<file path="src/rtl/bubble_sort_core_if.sv">
// Operand load, sorted register bank and ready/valid readout bundle of the
// bubble sort core.
interface bubble_sort_core_if #(
  parameter int unsigned DATA_WIDTH = 16
);
  logic                  start;
  logic [DATA_WIDTH-1:0] din0;
  logic [DATA_WIDTH-1:0] din1;
  logic [DATA_WIDTH-1:0] din2;
  logic [DATA_WIDTH-1:0] din3;
  logic                  busy;
  logic [DATA_WIDTH-1:0] d0;
  logic [DATA_WIDTH-1:0] d1;
  logic [DATA_WIDTH-1:0] d2;
  logic [DATA_WIDTH-1:0] d3;
  logic [1:0]            sel;
  logic                  out_valid;
  logic                  out_ready;
  logic                  done;

  modport master (
    output start, din0, din1, din2, din3, out_ready,
    input  busy, d0, d1, d2, d3, sel, out_valid, done
  );

  modport slave (
    input  start, din0, din1, din2, din3, out_ready,
    output busy, d0, d1, d2, d3, sel, out_valid, done
  );
endinterface

</file>
<file path="src/rtl/bubble_sort_core.sv">
// Four-entry unsigned in-place bubble sort, one compare-swap per clock, with a
// ready/valid readout stepping the downstream mux select.
// BUBBLE_SORT_EARLY_EXIT_EN: finish COMPARE after the first pass with no swaps.
module bubble_sort_core #(
  parameter int unsigned DATA_WIDTH = 16
) (
  input  logic               clk,
  input  logic               rst,
  bubble_sort_core_if.slave  sort_if
);

  localparam int unsigned NUM_SLOTS = 4;

  typedef enum logic [1:0] {
    IDLE    = 2'd0,
    COMPARE = 2'd1,
    READOUT = 2'd2
  } state_e;

  typedef logic [NUM_SLOTS-1:0][DATA_WIDTH-1:0] bank_t;

  state_e     state_q,     state_d;
  bank_t      slot_q,      slot_d;
  logic [1:0] pass_q,      pass_d;
  logic [1:0] pair_q,      pair_d;
  logic [1:0] sel_q,       sel_d;
  logic       busy_q,      busy_d;
  logic       out_valid_q, out_valid_d;
  logic       done_q,      done_d;
`ifdef BUBBLE_SORT_EARLY_EXIT_EN
  logic       swap_q,      swap_d;
`endif

  logic [1:0]            pair_hi_c;
  logic [DATA_WIDTH-1:0] lo_c;
  logic [DATA_WIDTH-1:0] hi_c;
  logic                  swap_now_c;
  logic                  last_pair_c;
  logic                  exit_c;

  // Compare datapath for the pair currently addressed
  always_comb begin
    pair_hi_c   = 2'(pair_q + 2'd1);
    lo_c        = slot_q[pair_q];
    hi_c        = slot_q[pair_hi_c];
    swap_now_c  = (lo_c > hi_c);
    last_pair_c = (pair_q == 2'(2'd2 - pass_q));
`ifdef BUBBLE_SORT_EARLY_EXIT_EN
    exit_c      = (pass_q == 2'd2) || !(swap_q || swap_now_c);
`else
    exit_c      = (pass_q == 2'd2);
`endif
  end

  always_ff @(posedge clk or posedge rst) begin
    if (rst) begin
      state_q     <= IDLE;
      slot_q      <= '0;
      pass_q      <= 2'd0;
      pair_q      <= 2'd0;
      sel_q       <= 2'd0;
      busy_q      <= 1'b0;
      out_valid_q <= 1'b0;
      done_q      <= 1'b0;
`ifdef BUBBLE_SORT_EARLY_EXIT_EN
      swap_q      <= 1'b0;
`endif
    end else begin
      state_q     <= state_d;
      slot_q      <= slot_d;
      pass_q      <= pass_d;
      pair_q      <= pair_d;
      sel_q       <= sel_d;
      busy_q      <= busy_d;
      out_valid_q <= out_valid_d;
      done_q      <= done_d;
`ifdef BUBBLE_SORT_EARLY_EXIT_EN
      swap_q      <= swap_d;
`endif
    end
  end

  always_comb begin
    state_d     = state_q;
    slot_d      = slot_q;
    pass_d      = pass_q;
    pair_d      = pair_q;
    sel_d       = sel_q;
    busy_d      = busy_q;
    out_valid_d = out_valid_q;
    done_d      = 1'b0;
`ifdef BUBBLE_SORT_EARLY_EXIT_EN
    swap_d      = swap_q;
`endif

    unique case (state_q)
      IDLE: begin
        if (sort_if.start) begin
          slot_d  = {sort_if.din3, sort_if.din2, sort_if.din1, sort_if.din0};
          pass_d  = 2'd0;
          pair_d  = 2'd0;
          busy_d  = 1'b1;
          state_d = COMPARE;
`ifdef BUBBLE_SORT_EARLY_EXIT_EN
          swap_d  = 1'b0;
`endif
        end
      end

      COMPARE: begin
        if (swap_now_c) begin
          slot_d[pair_q]    = hi_c;
          slot_d[pair_hi_c] = lo_c;
        end
`ifdef BUBBLE_SORT_EARLY_EXIT_EN
        swap_d = swap_q | swap_now_c;
`endif
        if (last_pair_c) begin
          pair_d = 2'd0;
          pass_d = 2'(pass_q + 2'd1);
`ifdef BUBBLE_SORT_EARLY_EXIT_EN
          swap_d = 1'b0;
`endif
          if (exit_c) begin
            state_d     = READOUT;
            sel_d       = 2'd0;
            out_valid_d = 1'b1;
          end
        end else begin
          pair_d = pair_hi_c;
        end
      end

      READOUT: begin
        // out_valid is always high here, so out_ready alone marks a transfer
        if (sort_if.out_ready) begin
          if (sel_q == 2'd3) begin
            state_d     = IDLE;
            sel_d       = 2'd0;
            busy_d      = 1'b0;
            out_valid_d = 1'b0;
            done_d      = 1'b1;
          end else begin
            sel_d = 2'(sel_q + 2'd1);
          end
        end
      end

      default: begin
        state_d = IDLE;
      end
    endcase
  end

  assign sort_if.busy      = busy_q;
  assign sort_if.d0        = slot_q[0];
  assign sort_if.d1        = slot_q[1];
  assign sort_if.d2        = slot_q[2];
  assign sort_if.d3        = slot_q[3];
  assign sort_if.sel       = sel_q;
  assign sort_if.out_valid = out_valid_q;
  assign sort_if.done      = done_q;

endmodule
</file>
<file path="src/flat_wrapper.sv">
// flat-port wrapper written by rule: the top's interface ports become plain ports
module bubble_sort_core_flat 
#(
  parameter int unsigned DATA_WIDTH = 16
)
  (clk, rst, sort_if_start, sort_if_din0, sort_if_din1, sort_if_din2, sort_if_din3, sort_if_out_ready, sort_if_busy, sort_if_d0, sort_if_d1, sort_if_d2, sort_if_d3, sort_if_sel, sort_if_out_valid, sort_if_done);
  bubble_sort_core_if #(.DATA_WIDTH(DATA_WIDTH)) sort_if_i ();
  input  logic clk;
  input  logic rst;
  input wire logic [$bits(sort_if_i.start)-1:0] sort_if_start;
  input wire logic [$bits(sort_if_i.din0)-1:0] sort_if_din0;
  input wire logic [$bits(sort_if_i.din1)-1:0] sort_if_din1;
  input wire logic [$bits(sort_if_i.din2)-1:0] sort_if_din2;
  input wire logic [$bits(sort_if_i.din3)-1:0] sort_if_din3;
  input wire logic [$bits(sort_if_i.out_ready)-1:0] sort_if_out_ready;
  output wire logic [$bits(sort_if_i.busy)-1:0] sort_if_busy;
  output wire logic [$bits(sort_if_i.d0)-1:0] sort_if_d0;
  output wire logic [$bits(sort_if_i.d1)-1:0] sort_if_d1;
  output wire logic [$bits(sort_if_i.d2)-1:0] sort_if_d2;
  output wire logic [$bits(sort_if_i.d3)-1:0] sort_if_d3;
  output wire logic [$bits(sort_if_i.sel)-1:0] sort_if_sel;
  output wire logic [$bits(sort_if_i.out_valid)-1:0] sort_if_out_valid;
  output wire logic [$bits(sort_if_i.done)-1:0] sort_if_done;
  assign sort_if_i.start = sort_if_start;
  assign sort_if_i.din0 = sort_if_din0;
  assign sort_if_i.din1 = sort_if_din1;
  assign sort_if_i.din2 = sort_if_din2;
  assign sort_if_i.din3 = sort_if_din3;
  assign sort_if_i.out_ready = sort_if_out_ready;
  assign sort_if_busy = sort_if_i.busy;
  assign sort_if_d0 = sort_if_i.d0;
  assign sort_if_d1 = sort_if_i.d1;
  assign sort_if_d2 = sort_if_i.d2;
  assign sort_if_d3 = sort_if_i.d3;
  assign sort_if_sel = sort_if_i.sel;
  assign sort_if_out_valid = sort_if_i.out_valid;
  assign sort_if_done = sort_if_i.done;
  bubble_sort_core #(.DATA_WIDTH(DATA_WIDTH)) u_core (.clk(clk), .rst(rst), .sort_if(sort_if_i));
endmodule
</file>
<file path="config.mk">
export PLATFORM = sky130hd
export DESIGN_NAME = bubble_sort_core_flat
export DESIGN_NICKNAME = d
export VERILOG_FILES = /design/src/rtl/bubble_sort_core_if.sv /design/src/rtl/bubble_sort_core.sv /design/src/flat_wrapper.sv
export SDC_FILE = /design/constraint.sdc
export NUM_CORES = 1
export LEC_CHECK = 0
export ABC_AREA = 1
export BUFFER_PORTS_ARGS = -buffer_cell sky130_fd_sc_hd__clkbuf_2
export CAP_MARGIN = 10
export CORE_ASPECT_RATIO = 2
export CORE_MARGIN = 2
export CORE_UTILIZATION = 40
export DETAILED_ROUTE_END_ITERATION = 6
export PLACE_DENSITY = 0.63
export SYNTH_ARGS = -nofsm -noshare
export SYNTH_HDL_FRONTEND = slang
export SYNTH_SLANG_ARGS = --single-unit
</file>
<file path="constraint.sdc">
create_clock -name clk -period 4.1 [get_ports clk]
set_input_delay 0.205 -clock clk [delete_from_list [all_inputs] [get_ports clk]]
set_output_delay 0.205 -clock clk [all_outputs]
set_load 0.02 [all_outputs]
</file>
==> results list, run 1 <==
- At the pin with the least slew margin, the transition time is a little over 900 ps.
* Setup fix buffers added after clock tree synthesis: 0
- Max-capacitance violation count: 0
* Clock tree from TritonCTS: built
* Detailed-placement wirelength estimate: about 17000 um
- Total Neg Setup Slack: 0 ps
* First-pass iteration count of the detailed router: 5
- Critical Path End Type: register
* Drc violations: 0
* Startpoint type of the worst setup path: register
- Total overflow reported by the global router: 0
- The mapped netlist covers around 6000 um2.
- Setup repair after global routing left no endpoint under its margin.
- Standard cell with the maximum stage delay on the critical path: sky130_fd_sc_hd__dfrtp_2
* Fraction of final layout cells with drive strength greater than 1: approximately 17%
- Top cell types by occurrence after synthesis: sky130_fd_sc_hd__nand2_1, sky130_fd_sc_hd__nand3_1, sky130_fd_sc_hd__dfrtp_1, sky130_fd_sc_hd__o22ai_1, sky130_fd_sc_hd__inv_1
* GRT Max-Usage Layer: met2
* Final Max Slew Viols: 0
- Syn_area_per_cell: 6.18 um2
* Final routed wire length divided by cell count: around 18 um
* Yosys top cell by area: sky130_fd_sc_hd__nand2_1
- Number of enable-type register cells in the synthesized netlist: 0
* Most used cell, CP: sky130_fd_sc_hd__nand2_1
- The critical path is of the register to register type.
- Post-synth ARST share: 100%
* Startpoint of the most critical register-to-register path: u_core.pair_q[0]
- In this run the deepest clock path goes through 2 buffers.
- Net count of the finished layout: 1147
- Synthesis handed over a netlist of approximately 950 instances.
- The number of antenna diodes in the final layout is 0.
- For this run, global-route usage on met3 was measured as 3.39%.
- After synthesis, the cell types taking the most area are sky130_fd_sc_hd__nand2_1, sky130_fd_sc_hd__dfrtp_1, sky130_fd_sc_hd__nand3_1.
- Pin placement for this block handled 137 I/O pins.
* Share of the clock period used by the worst path after layout: 84.9%
- Synthesized netlist net count: 1046
- The flow ran to the end, and the final reports show no timing, DRC or antenna violations.
* Global routing met2 resource utilization: 55.2%
- The later pin in the worst-skew pair is clocked with a latency of 350 ps.
- Antenna violations before repair: 0
- In this run, post-CTS hold repair placed 0 buffers.
* Number of cells upsized or downsized after cts: 0
- Global routing used 26.0% of the available met1 tracks.
* Main flop type after synthesis: sky130_fd_sc_hd__dfrtp_1
- For this design, the sink count on the clock tree is 75.
- The area growth from synthesis to layout is 17.5%.
* Min-delay worst type: input pin to asynchronous set/reset pin
- CP arrival: roughly 3800 ps
- Reg clk slew, reported paths: 60 ps
- Overall die area: 15800 um2
- The hold violation total from the final report was 0.
- Final Skew: 10.0 ps
- Max FO, Critical Path: 29
* Gpl congestion: 0.924
- First-pass GRT wire length: roughly 34000 um
- Yosys instantiated no cell more often than sky130_fd_sc_hd__nand2_1.
- Vert. Die Dim: 176 um
- Register bit count reported by yosys: 75
- Time the worst path needs with I/O delays and setup: about 3500 ps
* Via Count: 6838
* Sequential element share of the synthesized area: 31.9%
* Library cells used by synthesis: 24
- Fraction of post-synthesis cell area in the top cell type by area: 32.9%
- Setup violation total in the final timing report: 0
- Tracing the worst setup path back leads to its startpoint at u_core.pair_q[0].
* Initial core utilization: 41.1%
- The core region is 14400 um2.
- Via count of the first global-routing pass: 6702
* Width of the die: around 90 um
- Cell-by-cell trace of the critical path: inv_2 -> ha_1 -> inv_2 -> nand3_1 -> nand2_1 -> ha_1 -> nand2_1 -> nor2_1 -> nand2_1 -> nor2_1 -> nor2_1 -> nand2_1 -> nand2_2 -> buf_4 -> nand3_1 -> nand2_1
- Master cell of the clock root buffer: sky130_fd_sc_hd__clkbuf_16
- Count of buffers inserted at the top-level ports: 136
- During synthesis, Yosys emitted a total of 0 warnings.
* Floorplan row count: slightly above 60
* GRT Resource Usage Total: 28.2%
- The detailed router finished its first iteration with 432 violations.
* Slew margin rel.: 39.0%
- The number of clock buffers added by TritonCTS is 9.
- Using the TritonRoute via totals, the vias-per-cell ratio works out to 5.47.
- Remaining antenna violation count: 0
- Data required, critical path: 4380 ps
* Maximum number of pins on one net before global-route repair: 70
- Peak Freq: 0.287 GHz
- For this run, the slowest stage of the critical path takes 400 ps.
* Aggregate routed wire length: ~22000 um
* H-tree depth reported by CTS: 3
cell families (layout without fill, tap and decap cells):
logic type | Yosys count | count (layout) | synth area share, %
xor gates and xnor gates | 2 | 2 | 0.297
AOI/OAI and AO/OA | 83 | 83 | 8.54
and+or+nand+nor | 671 | 671 | 46.1
adders and majority gates | 25 | 25 | 5.31
buffers and inverters | 97 | 203 | 7.94
DFF | 75 | 75 | 31.9
cells in the final DEF (no fill, tap or decap), types with 7 or more instances in the layout:
cell type                   Yosys  final
sky130_fd_sc_hd__nand3_1      133    133
sky130_fd_sc_hd__clkbuf_16      0      9
sky130_fd_sc_hd__inv_1         27     26
sky130_fd_sc_hd__dfrtp_1       75     74
sky130_fd_sc_hd__a21oi_1        7      7
sky130_fd_sc_hd__buf_4         12     11
sky130_fd_sc_hd__ha_1          25     25
sky130_fd_sc_hd__nand2_1      516    516
sky130_fd_sc_hd__clkbuf_2       0    136
sky130_fd_sc_hd__inv_2         11     12
sky130_fd_sc_hd__nor2_1        13     13
sky130_fd_sc_hd__o22ai_1       64     64
final timing paths:
kind                                    endpoint  depth (start not counted)  slack (ps)
min in group clk               u_core.state_q[1]                          4         140
setup / recovery           u_core.sort_if.d0[15]                         16         620
hold reg to reg              u_core.sort_if.busy                          2         500
setup reg to reg           u_core.sort_if.d0[15]                         16         620
max in group asynchronous   u_core.sort_if.d1[4]                          3        3040
hold / removal              u_core.sort_if.d3[8]                          2          40
worst max-delay path, delay by kind of cell (launching register included):
kind / cells / cell delay (ps)
DFF: 1 / 400
buffers and inverters: 3 / 990
adders and majority gates: 2 / 640
and+or+nand+nor: 11 / 1360
final cells by class:
type / count / area (um2)
Clock buffer: 12 / 246
Clock inverter: 4 / 97.6
Fill cell: 1587 / 7430
Inverter: 40 / 150
Multi-Input combinational cell: 781 / 3550
Sequential cell: 75 / 1880
Tap cell: 192 / 240
Timing Repair Buffer: 147 / 763
layer usage:
metal / vias up / share of wire [%]
met2: 286 / 57
met5: - / 0
li1: 3304 / -
met3: 97 / 3.6
met4: 0 / 7.9
met1: 3151 / 32
through the flow:
step | hold slack (ps) | instances | instance area (um2) | setup WS (ps) | util (%)
after floorplan | 378 | 953 | 5890 | 1000 | -
after global placement | 428 | 1235 | 6580 | 742 | 45.8
after detailed placement | 446 | 1235 | 6580 | 696 | 45.8
after CTS | 73.3 | 1251 | 6920 | 670 | 48.2
after global routing | 127 | 1251 | 6920 | 379 | 48.2
final | 44.9 | 1251 | 6920 | 619 | 48.2
state kept, by name (all words and copies together), names as in the netlist:
register                  cells
u_core.sort_if.busy           1
u_core.pair_q                 2
u_core.sort_if.done           1
u_core.state_q                2
u_core.sort_if.d3            16
u_core.pass_q                 2
u_core.sort_if.sel            2
u_core.sort_if.d1            16
u_core.sort_if.out_valid      1
u_core.sort_if.d0            16
u_core.sort_if.d2            16
Power of run 1 is not shown: default switching activity piles up to over one toggle a cycle in this logic, so the estimate is an artifact.
==> run 2: changes to the inputs <==
- PLACE_DENSITY: 0.63 -> 0.66
- clock period: 4.1 -> 2.9 ns (I/O delays scaled with it)
==> run 2 against run 1 <==
  * First-iteration DRC count increased by 25%
  * Critical path type unchanged
  * Count of clock-buffer cells in the layout unchanged
  * Sequential share of layout area decreased by 1.7 points
  * Clock skew decreased by 3.2 ps
  * Via count increased by 3.5%
  * Die area unchanged
  * Sequential cell count unchanged
  * Hold slack improved by 54 ps
  * Worst setup slack got worse by 420 ps
  * Critical endpoint is now u_core.sort_if.d0[13]
==> results list, run 2 (synthesized netlist as in run 1, its figures left out) <==
* H-tree depth reported by CTS: 3
- Total overflow reported by the global router: 0
* Max FO, Critical Path: 17
* Drc violations: 0
- The initial utilization of the core area, before any placement, comes to between 40% and 50%.
* Total I/O pin count: 137
- Leaving out fill and tap cells, the most frequent cell in the layout is sky130_fd_sc_hd__nand2_1.
- The die is between 80 and 90 um wide.
- In this run the register-to-register setup slack is between 200 and 250 ps.
* Area after DPL: around 6900 um2
* Result of the run: complete, no violations
- Min-delay worst type: input pin to register
- Clock tree from TritonCTS: built
* Gpl congestion: around 0.94
- The via count of the first global-routing pass was 7012.
* Detailed-placement wirelength estimate: 17600 um
- Max-cap violations in this run came to 0.
* Fraction of final layout cells with drive strength greater than 1: 20.5%
- The core region is 14400 um2.
* CTS sink count: 75
- The first global-routing pass estimated 35700 um of wire.
- At the worst endpoint, the required time is 3130 ps.
- Floorplan row count: 62
- The final layout contains routed wiring with a total length of roughly 23000 um.
* Setup violation total in the final timing report: 0
- Detail-routed via count per cell: ~5.5
- Area delta synth->final: 25.2%
- STA classifies the critical path endpoint as a register.
- Reg clk slew, reported paths: 60 ps
- DRC marker count from the first detailed-route iteration: 540
* Count of buffers inserted at the top-level ports: 136
- The finished cells cover between 7000 and 8000 um2.
- The worst path needs 2700 ps of the cycle, external delays included.
* RSZ-0062 raised after global routing: no
- Final Hold Violating Endpoints: 0
* First-pass iteration count of the detailed router: 5
- 0 antenna diodes ended up in the layout.
- The detail route stage leaves a number of antenna-violating nets equal to 0.
- Peak Freq: about 0.37 GHz
- At the pin with the least slew margin, the transition time is around 780 ps.
* Startpoint type of the worst setup path: register
* Net count of the finished layout: between 1k and 1.5k
- Longest Clk Path Bufs: 2
- In this run, CTS created clock tree buffers numbering 9.
- Most used cells in the layout excluding fill and tap cells: sky130_fd_sc_hd__nand2_1, sky130_fd_sc_hd__clkbuf_2, sky130_fd_sc_hd__nand3_1
* Final routed wire length divided by cell count: 18.0 um
- CP arrival: 2930 ps
- Overall die area: 15800 um2
- After clock tree synthesis, the setup repair step added 0 buffers.
- Vert. Die Dim: between 150 and 200 um
* Setup Crit Path Kind: register to register
- The detailed router placed 7078 vias in this run.
* Master cell of the clock root buffer: sky130_fd_sc_hd__clkbuf_16
- Share of the clock period used by the worst path after layout: 93.0%
* Total Neg Setup Slack: 0 ps
- Fill cells in the final layout number 1529.
- Antenna violations before repair: 0
- Clock insertion delay at the later pin of the skew report: 350 ps
- Across every metal layer, demand over resource in global routing totals between 20% and 30%.
- The number of pins exceeding their max-slew limit in the final report came to 0.
* Final Skew: a little under 7 ps
- Entering global routing, the biggest net connects 70 pins.
- Headroom to the max-slew limit came out at 47.6%.
[run 2: per-stage QoR]
| step | hold slack [ps] | std cells | setup slack [ps] | utilization (%) |
|---|---|---|---|---|
| finish | 99.2 | 1295 | 203 | 51.4 |
| floorplan | 318 | 953 | 12.5 | - |
| global route | 121 | 1295 | 4.83 | 51.4 |
| CTS | 97.0 | 1293 | 79.9 | 50.7 |
| detailed placement | 322 | 1276 | 97.9 | 48.3 |
| global placement | 314 | 1276 | 143 | 48.3 |
[run 2: layer usage]
metal,track usage [%],up-vias,part of all wire [%]
met3,3.30,121,4.0
li1,-,3384,-
met2,57.1,326,55
met5,0,-,0
met1,26.7,3247,31
met4,24.8,0,9.7
[run 2: final cells by class]
type / count / area, um2 / share of cell area (%)
flip-flops and latches: 75 / 1880 / 25.5
clock buffers: 12 / 236 / 3.21
inverters: 40 / 155 / 2.10
well taps: 192 / 240 / 3.26
repair buffers: 190 / 1160 / 15.7
clock inverters: 4 / 98.8 / 1.34
multi-input cells: 782 / 3610 / 48.9
[run 2: timing repair]
item / CTS / global route
hold buffers: 1 / 0
hold endpoints to repair: 33 / 0
gates resized for setup: 0 / 13
setup endpoints to repair: 0 / 64
[run 2: worst paths after layout]
check                             startpoint  depth (start not counted)                     to
setup / recovery            u_core.pair_q[0]                         17  u_core.sort_if.d0[13]
hold / removal             sort_if_out_ready                          4      u_core.state_q[1]
setup reg to reg            u_core.pair_q[0]                         17  u_core.sort_if.d0[13]
hold reg to reg             u_core.pass_q[1]                          2       u_core.pass_q[1]
max in group asynchronous                rst                          4       u_core.pair_q[0]
min in group asynchronous                rst                          3   u_core.sort_if.d3[7]
[run 2: critical path: stages (launching register included)]
cell and delay (ps):
sky130_fd_sc_hd__dfrtp_2 400, sky130_fd_sc_hd__inv_2 60, sky130_fd_sc_hd__ha_1 350, sky130_fd_sc_hd__buf_6 190, sky130_fd_sc_hd__nand3_1 100, sky130_fd_sc_hd__nand2_2 60, sky130_fd_sc_hd__ha_1 310, sky130_fd_sc_hd__a21oi_1 160
sky130_fd_sc_hd__nor2_1 50, sky130_fd_sc_hd__nor2_1 100, sky130_fd_sc_hd__nand2_1 70, sky130_fd_sc_hd__nand2_1 50, sky130_fd_sc_hd__nand2_1 50, sky130_fd_sc_hd__nand2_2 150, sky130_fd_sc_hd__nand2_4 130, sky130_fd_sc_hd__clkbuf_16 220
sky130_fd_sc_hd__nand3_1 70, sky130_fd_sc_hd__nand2_1 60
Power of run 2 is left out for the same reason.
==> run 3: changes to the inputs <==
- CORE_MARGIN: 2 -> not set
- MAX_ROUTING_LAYER: not set -> met4
==> run 3 against run 2 <==
  * Fmax is 1.2% higher
  * Final area is 0.12% lower
  * Sequential cell count stayed put
  * Global-route usage is 2.4 points higher
==> results list, run 3 (synthesized netlist as in run 1, its figures left out) <==
- 0 antenna diodes ended up in the layout.
- For this block, the initial DRC count from the detailed router was 491.
- Most used cells in the layout excluding fill and tap cells: sky130_fd_sc_hd__nand2_1, sky130_fd_sc_hd__clkbuf_2, sky130_fd_sc_hd__nand3_1
* Std-Cell Core Area: 14400 um2
- TritonCTS buffer count: 9
* Detailed-placement wirelength estimate: ~17000 um
* Timing startpoint of the critical path: u_core.pair_q[0]
* Total overflow reported by the global router: 0
- In this run the register-to-register setup slack is 230 ps.
- First-pass GRT wire length: about 35000 um
- Hold-critical path depth: 4
- The first detailed-routing pass took 5 iterations.
- In the final routed layout, each cell accounts on average for 17.6 um.
- Measured along the x axis, the die boundary spans 87.8 um.
* Vert. Die Dim: 174 um
- Cells with a size suffix above 1 make up 20.8% of the layout.
- In this run the tightest slew margin relative to its limit is 44.2%.
- Min-delay worst type: input pin to register
- Sequential cell area: 1880 um2
* Aggregate routed wire length: ~23000 um
- In this run the worst path has a maximum fanout of 22.
- After clock tree synthesis, the clock-pin slew on the worst setup and hold paths is 60 ps.
- The worst setup path is launched from a register.
- Measured in cells, the most critical reg-to-reg path has a length of 17.
- The number of antenna violations at the first check in global routing is 0.
- Via Count: 6973
- Peak Freq: 0.375 GHz
- Compared with the post-synthesis result, the final layout area differs by 25.1%.
- Via count of the first global-routing pass: 6780
* Clock tree from TritonCTS: built
- Filler-free cell count of the finished design: 1295
- Delay of the slowest cell on the worst path: 410 ps
- Most used cell, CP: sky130_fd_sc_hd__nand2_1
* Time the worst path needs with I/O delays and setup: ~2700 ps
- The critical path goes through inv_2 -> ha_4 -> buf_12 -> nand3_1 -> nand2_1 -> ha_1 -> nand2_1 -> nor2_1 -> nand2_1 -> clkinv_1 -> nand2_1 -> nand2_1 -> nand2_1 -> nand2_4 -> buf_6 -> nand3_1 -> nand2_1.
- Result of the run: complete, no violations
- Clock insertion delay at the later pin of the skew report: 340 ps
* Detail-routed via count per cell: around 5.4
- Master cell of the clock root buffer: sky130_fd_sc_hd__clkbuf_16
* Drc violations: 0
- Maximum number of pins on one net before global-route repair: 70
* GRT Resource Usage Total: 31.8%
* Max-capacitance violation count: 0
* Gpl congestion: a little under 1
* Setup Crit Path Kind: register to register
* Final Max Slew Viols: 0
* H-tree depth reported by CTS: 3
* Critical Path End Type: register
* Launch instance of the worst min-delay path: sort_if_out_ready
- Standard cell with the maximum stage delay on the critical path: sky130_fd_sc_hd__dfrtp_2
* Fill cells: approximately 1.6k
- Of the available clock period, the critical path in the final layout requires 91.9%.
* Initial core utilization: 41.1%
- For the pin with the worst max-slew slack, the measured transition is 835 ps.
- In this run the critical register-to-register path is launched from u_core.pair_q[0].
- Floorplan row count: 62
- In this run the deepest clock path goes through 2 buffers.
- Once detail routing completed, the nets flagged for antenna violations numbered 0.
- Final Skew: 7.04 ps
* Data required, critical path: about 3200 ps
- For the worst setup path, the data arrival time is 2950 ps.
- CTS sink count: 75
- In the final timing run, aggregate negative setup slack is 0 ps.
* Setup fix buffers added after clock tree synthesis: 0
- Overall die area: about 15000 um2
* Placed Cells: around 1.3k
- Total I/O pin count: about 140
- Setup violation total in the final timing report: 0
- Most common library cell in the layout ignoring fill and taps: sky130_fd_sc_hd__nand2_1
- The final layout contains ~1.2k nets.
- The hold violation total from the final report came to 0.
- Summing all multi-input logic gate instances after layout gives 3590 um2.
* Count of buffers inserted at the top-level ports: 136
- Setup repair after global routing left no endpoint under its margin.
## run 3: cell types whose count changed in the layout (fill, tap and decap cells not counted), moves of 2 or more
cell,before,now
sky130_fd_sc_hd__clkbuf_1,3,0
sky130_fd_sc_hd__nand2_8,2,0
sky130_fd_sc_hd__clkbuf_8,0,3
sky130_fd_sc_hd__buf_4,46,48
## run 3: final cells by class
class | instances | share of cell area, %
clock buffers | 12 | 3.62
clock inverters | 4 | 1.29
inverters | 40 | 2.14
multi-input cells | 781 | 48.7
flip-flops and latches | 75 | 25.5
well taps | 192 | 3.26
repair buffers | 190 | 15.4
repair inverters | 1 | 0.0849
## run 3: worst paths after layout
kind | to
worst min register to register | u_core.sort_if.busy
worst min-delay path | u_core.state_q[1]
worst max-delay path | u_core.sort_if.d3[9]
max in group asynchronous | u_core.pair_q[0]
min in group asynchronous | u_core.sort_if.d3[6]
worst max register to register | u_core.sort_if.d3[9]
## run 3: what timing repair did
item,4_1_cts,5_1_grt
hold buffers,1,0
hold endpoints to repair,35,0
resized for setup,0,11
setup endpoints to repair,0,64
## run 3: worst max-delay path: cells and delay by family, from the launching register on
family        cells  cell delay, ps
simple gates     11            1060
fa+ha+maj         2             570
buf+inv           4             560
flops             1             410
## run 3: through the flow
stage               hold WS [ps]  util [%]  area (um2)  setup WS (ps)
floorplan                    318         -        5930           12.5
global placement             331      48.4        6940            116
detailed placement           337      48.4        6940           67.7
CTS                         89.3      51.0        7320           51.0
global route                 130      51.4        7370           39.3
finish                      90.9      51.4        7370            235
## run 3: routing by layer
metal,share of wire [%],vias up,GRT usage [%]
met4,8.2,0,23.7
li1,-,3390,-
met1,32,3228,28.6
met3,3.2,92,3.29
met5,0,-,-
met2,56,263,58.5
Power of run 3 is left out for the same reason.
